[config.mk]
export PLATFORM = sky130hd
export DESIGN_NAME = mips_cpu_muldiv_sequencer
export DESIGN_NICKNAME = d
export VERILOG_FILES = /design/src/rtl/mips_cpu_muldiv_sequencer.sv
export SDC_FILE = /design/constraint.sdc
export NUM_CORES = 1
export LEC_CHECK = 0
export CAP_MARGIN = 20
export CORE_AREA = 2 2 174 176
export DETAILED_ROUTE_END_ITERATION = 12
export DIE_AREA = 0 0 176 178
export PLACE_DENSITY = 0.81
export SYNTH_ARGS = -nofsm -noshare
export SYNTH_HDL_FRONTEND = slang
export SYNTH_SLANG_ARGS = --single-unit
[constraint.sdc]
create_clock -name clk -period 8.1 [get_ports clk]
set_clock_uncertainty 0.15 [all_clocks]
set_input_delay 1.62 -clock clk [delete_from_list [all_inputs] [get_ports clk]]
set_output_delay 1.62 -clock clk [all_outputs]
set_load 0.05 [all_outputs]
[src/rtl/mips_cpu_muldiv_sequencer.sv]
// Multi-cycle MIPS multiply/divide sequencer and HI/LO register owner.
// Shift-add multiply and restoring divide, one bit per cycle over 32 cycles.
module mips_cpu_muldiv_sequencer (
  input  logic        clk,
  input  logic        reset,
  input  logic        op_valid,
  input  logic [2:0]  op,
  input  logic [31:0] rs_data,
  input  logic [31:0] rt_data,
  output logic        stall,
  output logic        busy,
  output logic        done,
  output logic [31:0] result,
  output logic [31:0] hi,
  output logic [31:0] lo
);

  typedef enum logic [1:0] {
    S_IDLE,
    S_RUN,
    S_FINISH
  } state_t;

  state_t      state_q;
  logic [4:0]  count_q;
  logic [63:0] acc_q;
  logic [31:0] b_q;
  logic [31:0] hi_q;
  logic [31:0] lo_q;
  logic        neg_quo_q;
  logic        neg_rem_q;
  logic        is_div_q;
  logic        busy_q;
  logic        done_q;

  logic        accept;
  logic        is_md;
  logic        sgn;
  logic        is_div;
  logic        a_neg;
  logic        b_neg;
  logic        div0;
  logic [31:0] a_mag;
  logic [31:0] b_mag;
  logic [32:0] mul_sum;
  logic [63:0] mul_d;
  logic [32:0] div_trial;
  logic [63:0] div_d;
  logic [63:0] prod_fin;
  logic [31:0] quo_fin;
  logic [31:0] rem_fin;

  always_comb begin
    accept = op_valid & (state_q == S_IDLE);
    is_md  = ~op[2];
    sgn    = op[1];
    is_div = ~op[0];
    a_neg  = sgn & rs_data[31];
    b_neg  = sgn & rt_data[31];
    a_mag  = a_neg ? (~rs_data + 32'd1) : rs_data;
    b_mag  = b_neg ? (~rt_data + 32'd1) : rt_data;
    div0   = is_div & (rt_data == 32'd0);
    // acc holds {partial product, multiplier} or {remainder, quotient}
    mul_sum = {1'b0, acc_q[63:32]}
            + (acc_q[0] ? {1'b0, b_q} : 33'd0);
    mul_d   = {mul_sum, acc_q[31:1]};
    div_trial = acc_q[63:31] - {1'b0, b_q};
    div_d   = div_trial[32]
            ? {acc_q[62:0], 1'b0}
            : {div_trial[31:0], acc_q[30:0], 1'b1};
    prod_fin = neg_quo_q ? (~acc_q + 64'd1) : acc_q;
    quo_fin  = neg_quo_q ? (~acc_q[31:0] + 32'd1)
                         : acc_q[31:0];
    rem_fin  = neg_rem_q ? (~acc_q[63:32] + 32'd1)
                         : acc_q[63:32];
  end

  always_ff @(posedge clk) begin
    if (reset) begin
      state_q   <= S_IDLE;
      count_q   <= 5'd0;
      acc_q     <= 64'd0;
      b_q       <= 32'd0;
      hi_q      <= 32'd0;
      lo_q      <= 32'd0;
      neg_quo_q <= 1'b0;
      neg_rem_q <= 1'b0;
      is_div_q  <= 1'b0;
      busy_q    <= 1'b0;
      done_q    <= 1'b0;
    end else begin
      unique case (state_q)
        S_IDLE: begin
          if (accept && !is_md) begin
            if (op == 3'b100) hi_q <= rs_data;
            if (op == 3'b101) lo_q <= rs_data;
          end else if (accept && !div0) begin
            acc_q     <= {32'd0, a_mag};
            b_q       <= b_mag;
            neg_quo_q <= a_neg ^ b_neg;
            neg_rem_q <= a_neg;
            is_div_q  <= is_div;
            count_q   <= 5'd31;
            busy_q    <= 1'b1;
            state_q   <= S_RUN;
          end
        end
        S_RUN: begin
          acc_q   <= is_div_q ? div_d : mul_d;
          count_q <= count_q - 5'd1;
          if (count_q == 5'd0) begin
            state_q <= S_FINISH;
            done_q  <= 1'b1;
          end
        end
        S_FINISH: begin
          if (is_div_q) begin
            hi_q <= rem_fin;
            lo_q <= quo_fin;
          end else begin
            hi_q <= prod_fin[63:32];
            lo_q <= prod_fin[31:0];
          end
          busy_q  <= 1'b0;
          done_q  <= 1'b0;
          state_q <= S_IDLE;
        end
        default: state_q <= S_IDLE;
      endcase
    end
  end

  assign stall  = op_valid & (state_q != S_IDLE);
  assign busy   = busy_q;
  assign done   = done_q;
  assign result = op[0] ? lo_q : hi_q;
  assign hi     = hi_q;
  assign lo     = lo_q;

endmodule

Yosys cells after proc, flatten, opt, wreduce, memory -nomap -nowiden
Index checks and enable logic that the tools add are counted.
{ "word_totals": {"reg_bits": 172, "inputBits": 70, "out_inout_bits": 99, "wordCells": 91} }
{ "classes": {"add_sub_neg": 8, "n_eq_ne": 10, "n_mux": 32, "bitwise": 13, "reduce_logical": 17} }
{ "ops": {"columns": ["operator", "count"], "rows": [
  ["$mux 32", 12],
  ["$mux 64", 5],
  ["$add 32x1->32 const B", 4],
  ["$not 32->32", 4],
  ["$pmux 32 s2", 2],
  ["$pmux 64 s2", 1],
  ["$add 64x1->64 const B", 1],
  ["$not 64->64", 1],
  ["$add 32x32->33", 1],
  ["$sub 33x32->33", 1],
  ["$logic_not 32->1", 1],
  ["$reduce_and 3->1", 6],
  ["$mux 5", 2],
  ["$pmux 5 s2", 1],
  ["$ne 2x1->1 const B", 4],
  ["$reduce_bool 2->1", 4],
  ["$eq 3x3->1 const B", 2],
  ["$mux 2", 3],
  ["$and 1x1->1", 5],
  ["$logic_not 5->1", 1],
  ["$sub 5x1->5 const B", 1],
  ["$ne 2x2->1 const B", 2],
  ["$pmux 1 s2", 2],
  ["$pmux 2 s2", 1],
  ["9 further kinds", 13]
]} }

Depth between registers and ports, before layout
{ "logic_depth": {"word_depth": 7, "depth_mapped": 15, "depth_no_buf": 14} }

Worst setup path after synthesis
No wires, ideal clock.
{ "synth_timing": {"path_kind": "input to output", "from": "input op[0]", "to": "output result[10]", "t_arrival_ns": 2.727, "required_ns": 6.330, "setup_slack_ns": 3.603, "cell_stages": 3, "n_path_buf": 2, "path_cell_list": "clkbuf_1 -> buf_1 -> mux2_2"} }
{ "synth_between": {"elab_chain_cells": 1} }
{ "synth_rtl": {"columns": ["item", "line_no", "rtl"], "rows": [
  ["start, declared", "7", "input logic [2:0] op,"],
  ["$mux 32", "136", "assign result = op[0] ? lo_q : hi_q;"],
  ["end, declared", "13", "output logic [31:0] result,"]
]} }
No other way between the ends.

Worst setup path in the final report
{ "layout_timing": {"from": "input rt_data[14]", "to": "register acc_q[63]"} }
{ "layout_between": {"elab_chain_cells": 6} }
{ "layout_rtl": {"columns": ["item", "line_no", "rtl"], "rows": [
  ["start, declared", "9", "input logic [31:0] rt_data,"],
  ["$logic_not 32->1", "62", "div0 = is_div & (rt_data == 32'd0);"],
  ["$and 1x1->1", "62", null],
  ["$logic_not 1->1", "97", "end else if (accept && !div0) begin"],
  ["$logic_and 1x1->1", "97", null],
  ["$ne 2x1->1 (no line)", null, null],
  ["$reduce_and 3->1 (no line)", null, null],
  ["end signal, assigned", "98", "acc_q <= {32'd0, a_mag};"],
  ["end signal, assigned", "109", "acc_q <= is_div_q ? div_d : mul_d;"],
  ["end, declared", "26", "logic [63:0] acc_q;"]
]} }
No other way between the ends.
A chain may end at the register's enable or synchronous reset.

==> out/summary.log <==
qor: run_status.run_status complete, no violations
qor: cts.total_cts_buffers 17
qor: global_route.grt.met2_usage 0.446
qor: cts.post-cts-setup-buffers 0
qor: logic_synthesis.syn-cell-area 0.0143 mm²
qor: sta.slew_violations 0
qor: critical_path.r2r_start acc_q[31]
qor: sta.fmaxAchievable 0.181 GHz
qor: cts.cts-root-buf sky130_fd_sc_hd__clkbuf_16
qor: logic_synthesis.synth_sequential_area_ratio 0.241
qor: final_layout.sequential_cell_area 0.00344 mm²
qor: logic_synthesis.synth_fp_nets 1988
qor: global_route.grt_remaining_overflow 0
qor: cts.cts.hold.buffers_added 0
qor: placed_design.place_inst 2290
qor: hold_path.min_delay_path_depth 1
qor: logic_synthesis.synth_top_cells_by_area sky130_fd_sc_hd__dfxtp_1, sky130_fd_sc_hd__mux2i_1, sky130_fd_sc_hd__ha_1
qor: die.initial_utilization 0.485
qor: sta.totalNegativeSetupSlack 0 ns
qor: routing.drt_pass1_iterations 5
qor: global_route.global_route.peak_usage_layer met2
qor: sta.report.final.hold_viol_count 0
qor: power_and_ir_drop.power.density_cell_area 158 mW/mm²
qor: final_layout.layout-drive-gt1-share 0.0604
qor: die.num_io_pins 169
qor: logic_synthesis.synth_top_cell_area_share 0.241
qor: critical_path.crit_path_start_kind primary input
qor: cts.clock_transition_at_the_registers_of_the_reported_paths 0.07 ns
qor: logic_synthesis.synthDistinctLibCells 76
qor: global_route.grt_use_met1 0.361
qor: global_route.pin_count_of_the_biggest_net_entering_global_routing 116
qor: sta.setup_viol_count_final 0
qor: power_and_ir_drop.fin_total_pwr 2640 µW
qor: hold_path.worstHoldPathType flop to flop
qor: placed_design.dp_hpwl 32300 µm
qor: final_layout.layout_commonest_cell sky130_fd_sc_hd__nor2_1
qor: logic_synthesis.number_of_instances_in_the_synthesized_netlist 1846
qor: power_and_ir_drop.p_leak 0.00679 µW
qor: cts.worstSkewPairLatency 0.44 ns
qor: routing.drtIter0Drc 1447
qor: logic_synthesis.async_flop_share 0
qor: critical_path.rrSetupSlack 3.04 ns
qor: logic_synthesis.yosysTopAreaCell sky130_fd_sc_hd__dfxtp_1
qor: final_layout.most-common-layout-cells sky130_fd_sc_hd__nor2_1, sky130_fd_sc_hd__dfxtp_1, sky130_fd_sc_hd__clkdlybuf4s50_1
qor: critical_path.worstPathArrival 5.75 ns
qor: flow_run.cap_violations 0
qor: critical_path.critPathKind primary input to flop
qor: global_route.met3_use_gr 0.0439
qor: critical_path.path_max_fanout 29
qor: sta.period_share 0.683
qor: placed_design.port_buffers 168
qor: sta.rsz0062_at_grt no
qor: power_and_ir_drop.vdd.ir_drop.worst 0.000147 V
qor: final_layout.antenna-diode-count 0
qor: global_route.first_pass_grt_wire_length 69400 µm
qor: sta.timing.max_slew.rel_slack 0.326
qor: global_route.grt_util_all_layers 0.273
qor: sta.worst_pin_slew 0.986 ns
qor: logic_synthesis.synth-seq-cells 172
qor: logic_synthesis.synth-main-ff-cell sky130_fd_sc_hd__dfxtp_1
qor: final_layout.stdcell_area 0.0167 mm²
qor: cts.post_cts_resized 0
qor: critical_path.worstReg2RegEnd acc_q[37]
qor: logic_synthesis.syn-mean-instance-area 7.73 µm²
qor: final_layout.multiInputGateArea 0.0101 mm²
qor: routing.detail_route.vias_per_cell 6.26
qor: die.placement_rows 63
qor: die.die_area 0.0313 mm²
qor: global_route.grt_pass1_vias 13.4k
qor: placed_design.detailed_place.area 0.0160 mm²
qor: final_layout.syn2layout_area_growth 17.1%
qor: placed_design.finalWeightedCongestion 1.03
qor: critical_path.end_kind flop
qor: logic_synthesis.synth_enable_flop_cells 0
qor: final_layout.nFillCells 2622
qor: critical_path.r2r_cells 14
qor: cts.cts_tree done
qor: die.die_outline_width 176 µm
qor: routing.dr_total_vias 14.6k
qor: sta.finalWorstPathRequiredPeriod 5.53 ns
qor: die.die_y 178 µm
qor: final_layout.final-instance-count-excl-fill 2326
qor: routing.detail_route.wl_per_cell 19.0 µm
qor: logic_synthesis.yosysWarnings 0
qor: final_layout.final_core_util 0.568
qor: critical_path.critPathLaunch rt_data[14]
qor: cts.clock_tree.buffer_depth 2
qor: global_route.antenna_found_initial 0
qor: critical_path.req_time_crit_path 8.32 ns
qor: critical_path.cp_endpoint acc_q[63]
qor: routing.postRouteAntennaNets 0
qor: final_layout.finish.net_count 2066
qor: routing.totalWireLength 44200 µm
qor: die.design.core.area 0.0294 mm²
qor: cts.clock_sinks 172
qor: routing.detail_route.drc_violations 0
qor: cts.htreeDepth 4
critical path, stage by stage:
cell and delay (ns):
sky130_fd_sc_hd__clkdlybuf4s50_1 0.46, sky130_fd_sc_hd__or4_4 0.55, sky130_fd_sc_hd__or4_1 0.46, sky130_fd_sc_hd__or3_4 0.38, sky130_fd_sc_hd__nor3_4 0.22, sky130_fd_sc_hd__a21oi_2 0.17, sky130_fd_sc_hd__a21o_1 0.19, sky130_fd_sc_hd__buf_4 0.24
sky130_fd_sc_hd__nor2_2 0.78, sky130_fd_sc_hd__buf_4 0.36, sky130_fd_sc_hd__a21o_1 0.14, sky130_fd_sc_hd__nand2_1 0.05, sky130_fd_sc_hd__a31oi_1 0.13
state kept, by name (all words and copies together) (netlist names), 2 cells and up:
signal and flops:
hi 32, acc_q 64, state_q 2, lo 32, b_q 32, count_q 5
worst min path at each step:
stage               start          to
5_1_grt           b_q[31]     b_q[31]
3_5_place_dp      b_q[31]     b_q[31]
3_3_place_gp      b_q[31]     b_q[31]
4_1_cts           b_q[31]     b_q[31]
6_report       count_q[3]  count_q[3]
2_1_floorplan     b_q[31]     b_q[31]
cell type report:
cell class,count,share of cell area
tap,390,0.0292
inverter,60,0.0135
sequential,172,0.206
timing repair buffer,183,0.112
clock inverter,14,0.00884
clock buffer,17,0.0255
multi-input combinational,1490,0.605
Yosys cell counts, types with 8 or more instances:
cell,number
sky130_fd_sc_hd__o21ai_0,97
sky130_fd_sc_hd__xnor2_1,100
sky130_fd_sc_hd__and3_1,9
sky130_fd_sc_hd__nand2_1,138
sky130_fd_sc_hd__o21a_1,10
sky130_fd_sc_hd__o31ai_1,27
sky130_fd_sc_hd__buf_2,11
sky130_fd_sc_hd__ha_1,70
sky130_fd_sc_hd__o211ai_1,27
sky130_fd_sc_hd__nand2b_1,17
sky130_fd_sc_hd__or3_1,14
sky130_fd_sc_hd__mux2_2,36
sky130_fd_sc_hd__nor3_1,45
sky130_fd_sc_hd__o22ai_1,9
sky130_fd_sc_hd__a31oi_1,20
sky130_fd_sc_hd__a22oi_1,19
sky130_fd_sc_hd__nand4_1,15
sky130_fd_sc_hd__xor2_1,68
sky130_fd_sc_hd__buf_1,12
sky130_fd_sc_hd__clkbuf_1,93
sky130_fd_sc_hd__inv_1,59
sky130_fd_sc_hd__or4_1,9
sky130_fd_sc_hd__a21oi_1,128
sky130_fd_sc_hd__nand3_1,25
sky130_fd_sc_hd__nor2b_1,17
sky130_fd_sc_hd__o41ai_1,13
sky130_fd_sc_hd__a211oi_1,104
sky130_fd_sc_hd__nor4_1,13
sky130_fd_sc_hd__nor2_1,222
sky130_fd_sc_hd__dfxtp_1,172
sky130_fd_sc_hd__mux2i_1,106
sky130_fd_sc_hd__or2_2,8
sky130_fd_sc_hd__a21o_1,33
power breakdown:
group,internal (µW),switching [µW]
Clock,411,410
Sequential,902,62.1
Combinational,328,530
logic make-up (layout without fill, tap and decap cells):
family / count (synthesis) / after routing / synth area share
buffers and inverters: 184 / 274 / 0.0526
DFF: 172 / 172 / 0.241
AOI/OAI and AO/OA: 549 / 549 / 0.255
and+or+nand+nor: 559 / 559 / 0.181
muxes: 142 / 142 / 0.103
adders and majority gates: 72 / 72 / 0.0642
xor gates and xnor gates: 168 / 168 / 0.103
stage by stage:
stage / hold slack, ns / setup slack [ns]
after global placement: 0.293 / 2.23
after floorplan: 0.282 / 3.60
after global routing: 0.340 / 2.41
after detailed placement: 0.306 / 2.17
final: 0.338 / 2.57
after CTS: 0.336 / 2.63
metal layers:
metal / wire length [µm] / part of all wire / vias up
met5: 0 / 0 / -
met4: 1320 / 0.030 / 0
met3: 3840 / 0.087 / 118
met2: 20200 / 0.46 / 749
met1: 18800 / 0.43 / 6819
li1: - / - / 6884
Note: power is estimated with default switching activity, not from simulation.
==> RTL edit 1: new RTL, same flow settings <==
Encoding of `state_t`: now one-hot (3 bits for 3 states).
--- a/src/rtl/mips_cpu_muldiv_sequencer.sv
+++ b/src/rtl/mips_cpu_muldiv_sequencer.sv
@@ -16,8 +16,8 @@
 );
 
-  typedef enum logic [1:0] {
-    S_IDLE,
-    S_RUN,
-    S_FINISH
+  typedef enum logic [2:0] {
+    S_IDLE   = 3'b001,
+    S_RUN    = 3'b010,
+    S_FINISH = 3'b100
   } state_t;
 
Formal check against the unedited RTL: same outputs for any inputs over 4 cycles, from zero or initial values and one cycle with reset high; so few cycles prove little.
==> RTL edit 1 against the original RTL <==
- first-iteration DRC count shrank 1.7%
- total power shrank 12%
- synthesized area grew 1.5%
- combinational power shrank 37%
- global-route usage grew 2.5 points
- setup slack lost 96 ps
- sequential cell count grew 1
- routed wire length grew 7.2%
- cell area grew 1.3%
- hold slack lost 23 ps
- critical endpoint is now result[29]
==> RTL edit 1: results (changes against the original RTL) <==
{
  "area_share_clock_buf_inv": {"value": 3.613, "unit": "%", "change": "+0.18 points"},
  "crit-reg2reg-capture": "acc_q[55]$_SDFFE_PP0P_",
  "fraction_of_synthesized_cell_area_in_xor_and_xnor_cells": {"value": 10.70, "unit": "%", "change": "+0.39 points"},
  "pwr.group.combinational": {"value": 541, "unit": "uW", "change": "-37%"},
  "yosys.area_share.adder": {"value": 6.323, "unit": "%", "change": "-0.096 points"},
  "num-fill-cells": {"value": 2654, "change": "+1.2%"},
  "r2r-start": "acc_q[0]$_SDFFE_PP0P_",
  "finalWirelength": {"value": 47340, "unit": "um", "change": "+7.2%"},
  "grt_start_max_net_pins": {"value": 88, "change": "-24%"},
  "sh_seq_area": {"value": 20.46, "unit": "%", "change": "-0.15 points"},
  "worst-r2r-setup-slack": {"value": 3510, "unit": "ps", "change": "+470 ps"},
  "outcome": "complete, no violations",
  "crit_end": "result[29]",
  "post_synth_most_frequent_cells": "234 x nor2_1, 199 x nand2_1, 173 x dfxtp_1",
  "vias": {"value": 15050, "change": "+3.3%"},
  "ir_worst_vdd": {"value": 0.1264, "unit": "mV", "change": "-14%"},
  "buffer_area_share": {"value": 10.73, "unit": "%", "change": "-0.47 points"},
  "grt_first_pass_wirelength": {"value": 75390, "unit": "um", "change": "+8.6%"},
  "timing.slew.headroom": {"value": 29.01, "unit": "%", "change": "-3.5 points"},
  "via_count_of_the_first_global_routing_pass": {"value": 14130, "change": "+5.7%"},
  "nets_in_the_synthesized_netlist": {"value": 2063, "change": "+3.8%"},
  "nonClockBufferCount": {"value": 186, "change": "+1.6%"},
  "gp_congestion": {"value": 0.9764, "change": "-5.3%"},
  "worstRegToRegCells": {"value": 11, "change": "-3"},
  "cpMaxStageDelayCell": "buf_2",
  "inverters_excl_clock": {"value": 61, "change": "+1.7%"},
  "cp_max_fo": {"value": 44, "change": "+52%"},
  "antennaDiodeCount": {"value": 1, "change": "+1"},
  "comb.multi_input.count": {"value": 1560, "change": "+4.7%"}
}
==> RTL edit 1: changes by cell type in the layout (fill, tap and decap cells not counted), moves of 6 or more <==
cell      change
nor3_1       -12
nor2_1       +13
nand2_1      +61
xor2_1        +8
a311oi_1     +40
a21oi_1      +15
a211oi_1     -12
or4_1         +6
nand3_1      +15
buf_4         +7
o211ai_1     -16
mux2i_1      -40
o21ai_0       -9
==> RTL edit 1: through the flow <==
step           worst slack (ps)  cells  hold WS (ps)  power (mW)  instance area, um2
3_5_place_dp               1910   2368         305.4       1.475               16300
3_3_place_gp               2025   2368         291.8       1.465               16300
4_1_cts                    2339   2400         317.3       2.314               16910
5_1_grt                    2395   2402         333.0       2.405               16930
2_1_floorplan              3666   1921         281.9       1.305               14490
6_report                   2471   2403         315.6       2.321               16930
==> RTL edit 1: routing by layer <==
metal	global-route usage, %	vias to the layer above	part of all wire [%]
li1	-	7165	-
met1	39.40	7031	43
met2	50.72	760	46
met3	3.367	97	7.8
met4	10.37	0	2.9
met5	0	-	0
==> RTL edit 2: new RTL, same settings <==
Without the edit above. Reset style: asynchronous (`reset`), changed in one clocked block.
--- a/src/rtl/mips_cpu_muldiv_sequencer.sv
+++ b/src/rtl/mips_cpu_muldiv_sequencer.sv
@@ -76,5 +76,5 @@
   end
 
-  always_ff @(posedge clk) begin
+  always_ff @(posedge clk or posedge reset) begin
     if (reset) begin
       state_q   <= S_IDLE;
Function: differs if reset is asserted again (counterexample within 4 cycles, from zero or initial values and one cycle with reset high); with reset held inactive, the same outputs for 4 cycles.
==> RTL edit 2 against the original RTL <==
- via count shrank 1.4%
- routed wire length is 2.3% higher
- cell area grew 3.0%
- critical endpoint is now acc_q[50]$_DFFE_PP0P_
- sequential cell count unchanged
- synthesized area up 2.8%
- count of clock-buffer cells in the layout is the same
- hold slack got worse by 3.5 ps
- largest cell class unchanged
- synthesized cell count is 0.43% lower
- register-to-register slack better by 60 ps
- setup slack improved by 190 ps
Power is not compared: it rests on default switching activity, and its combinational part moved more than twofold at a synthesized area within 25%.
==> RTL edit 2: results (changes against the original RTL) <==
{
  "outcome": "complete, no violations",
  "post_synth_most_frequent_cells": "220 x nand2_1, 216 x o21ai_0, 172 x dfrtp_1",
  "crit_end": "acc_q[50]$_DFFE_PP0P_",
  "nets_in_the_synthesized_netlist": {"value": 1980, "change": "-0.40%"},
  "dpl.cell_count": {"value": 2295, "change": "+0.22%"},
  "r2r-start": "acc_q[31]$_DFFE_PP0P_",
  "synth_async_sr_flop_share": {"value": 100.0, "unit": "%", "change": "+100 points"},
  "viasPerCell": {"value": 6.166, "change": "-1.6%"},
  "gp_congestion": {"value": 0.9571, "change": "-7.1%"},
  "synth-main-ff-cell": "dfrtp_1",
  "syn_avg_cell_area": {"value": 7.981, "unit": "um2", "change": "+3.3%"},
  "final_cells": {"value": 2329, "change": "+0.13%"},
  "grt_first_pass_wirelength": {"value": 71980, "unit": "um", "change": "+3.7%"},
  "synth.yosys.seq_area_share": {"value": 29.34, "unit": "%", "change": "+5.2 points"},
  "hpwl": {"value": 33470, "unit": "um", "change": "+3.7%"},
  "worst-r2r-setup-slack": {"value": 3100, "unit": "ps", "change": "+60 ps"},
  "cp_max_fo": {"value": 41, "change": "+41%"},
  "netlist_cell_types": {"value": 74, "change": "-2.6%"},
  "post_route_cells_drive_above_1_share": {"value": 6.189, "unit": "%", "change": "+0.15 points"},
  "netlist_top_cells_area": "dfrtp_1 29%, o21ai_0 7.4%, xnor2_1 6.4%, mux2i_1 6.1%, ha_1 6.0%",
  "via_count_of_the_first_global_routing_pass": {"value": 13540, "change": "+1.2%"},
  "grt_start_max_net_pins": {"value": 76, "change": "-34%"},
  "timing.critical_path.slowest_cell_delay": {"value": 750, "unit": "ps", "change": "-30 ps"},
  "grt_util_all_layers": {"value": 28.79, "unit": "%", "change": "+1.5 points"},
  "hold_ws": {"value": 334.9, "unit": "ps", "change": "-3.520 ps"},
  "wire_per_inst": {"value": 19.41, "unit": "um", "change": "+2.2%"}
}
## RTL edit 2: changes by cell type in the layout (fill, tap and decap cells not counted), sizes merged, moves of 16 or more
cell	change
o211ai	-16
nor2	-64
o21ai	+129
dfxtp	-172
mux2i	-17
a211oi	-98
nand2	+82
dfrtp	+172
## RTL edit 2: kinds of logic (layout without fill, tap and decap cells)
| group | after synthesis | count (layout) | synth area share, % |
|---|---|---|---|
| mux | 126 | 126 | 8.913 |
| flops | 172 | 172 | 29.34 |
| buf+inv | 177 | 278 | 4.734 |
| xor+xnor | 172 | 172 | 10.27 |
| simple gates | 569 | 569 | 17.99 |
| compound gates | 550 | 550 | 22.51 |
| fa+ha+maj | 72 | 72 | 6.244 |
## RTL edit 2: layout make-up
type                            count  area [um2]
Multi-Input combinational cell   1489        9726
Fill cell                        2589       12200
Sequential cell                   172        4305
Clock buffer                       17       425.4
Clock inverter                     15       197.7
Timing Repair Buffer              183        1822
Inverter                           63       241.5
Tap cell                          390       488.0
## RTL edit 2: through the flow
stage / setup slack (ps) / cell area [um2]
6_report: 2757 / 17210
5_1_grt: 2472 / 17210
2_1_floorplan: 1670 / 14670
3_5_place_dp: 2348 / 16530
4_1_cts: 2794 / 17160
3_3_place_gp: 2565 / 16530
## RTL edit 2: metal layers
metal,vias up,GRT usage (%),part of all wire [%]
li1,6730,-,-
met1,6782,38.53,42
met2,720,47.10,46
met3,128,3.922,7.8
met4,0,11.95,3.6
met5,-,0,0
## RTL edit 2: worst register-to-register path, cell delays in order, from the launching register on
cell and delay (ps):
dfrtp_1 530, inv_1 180, ha_1 270, fa_1 400, nand2b_1 200, a21oi_1 310, o21ai_0 280, and2_1 290
o22ai_1 220, o21a_1 260, xor2_4 700, buf_4 440, mux2_2 380, nand3_1 100, o311ai_0 140
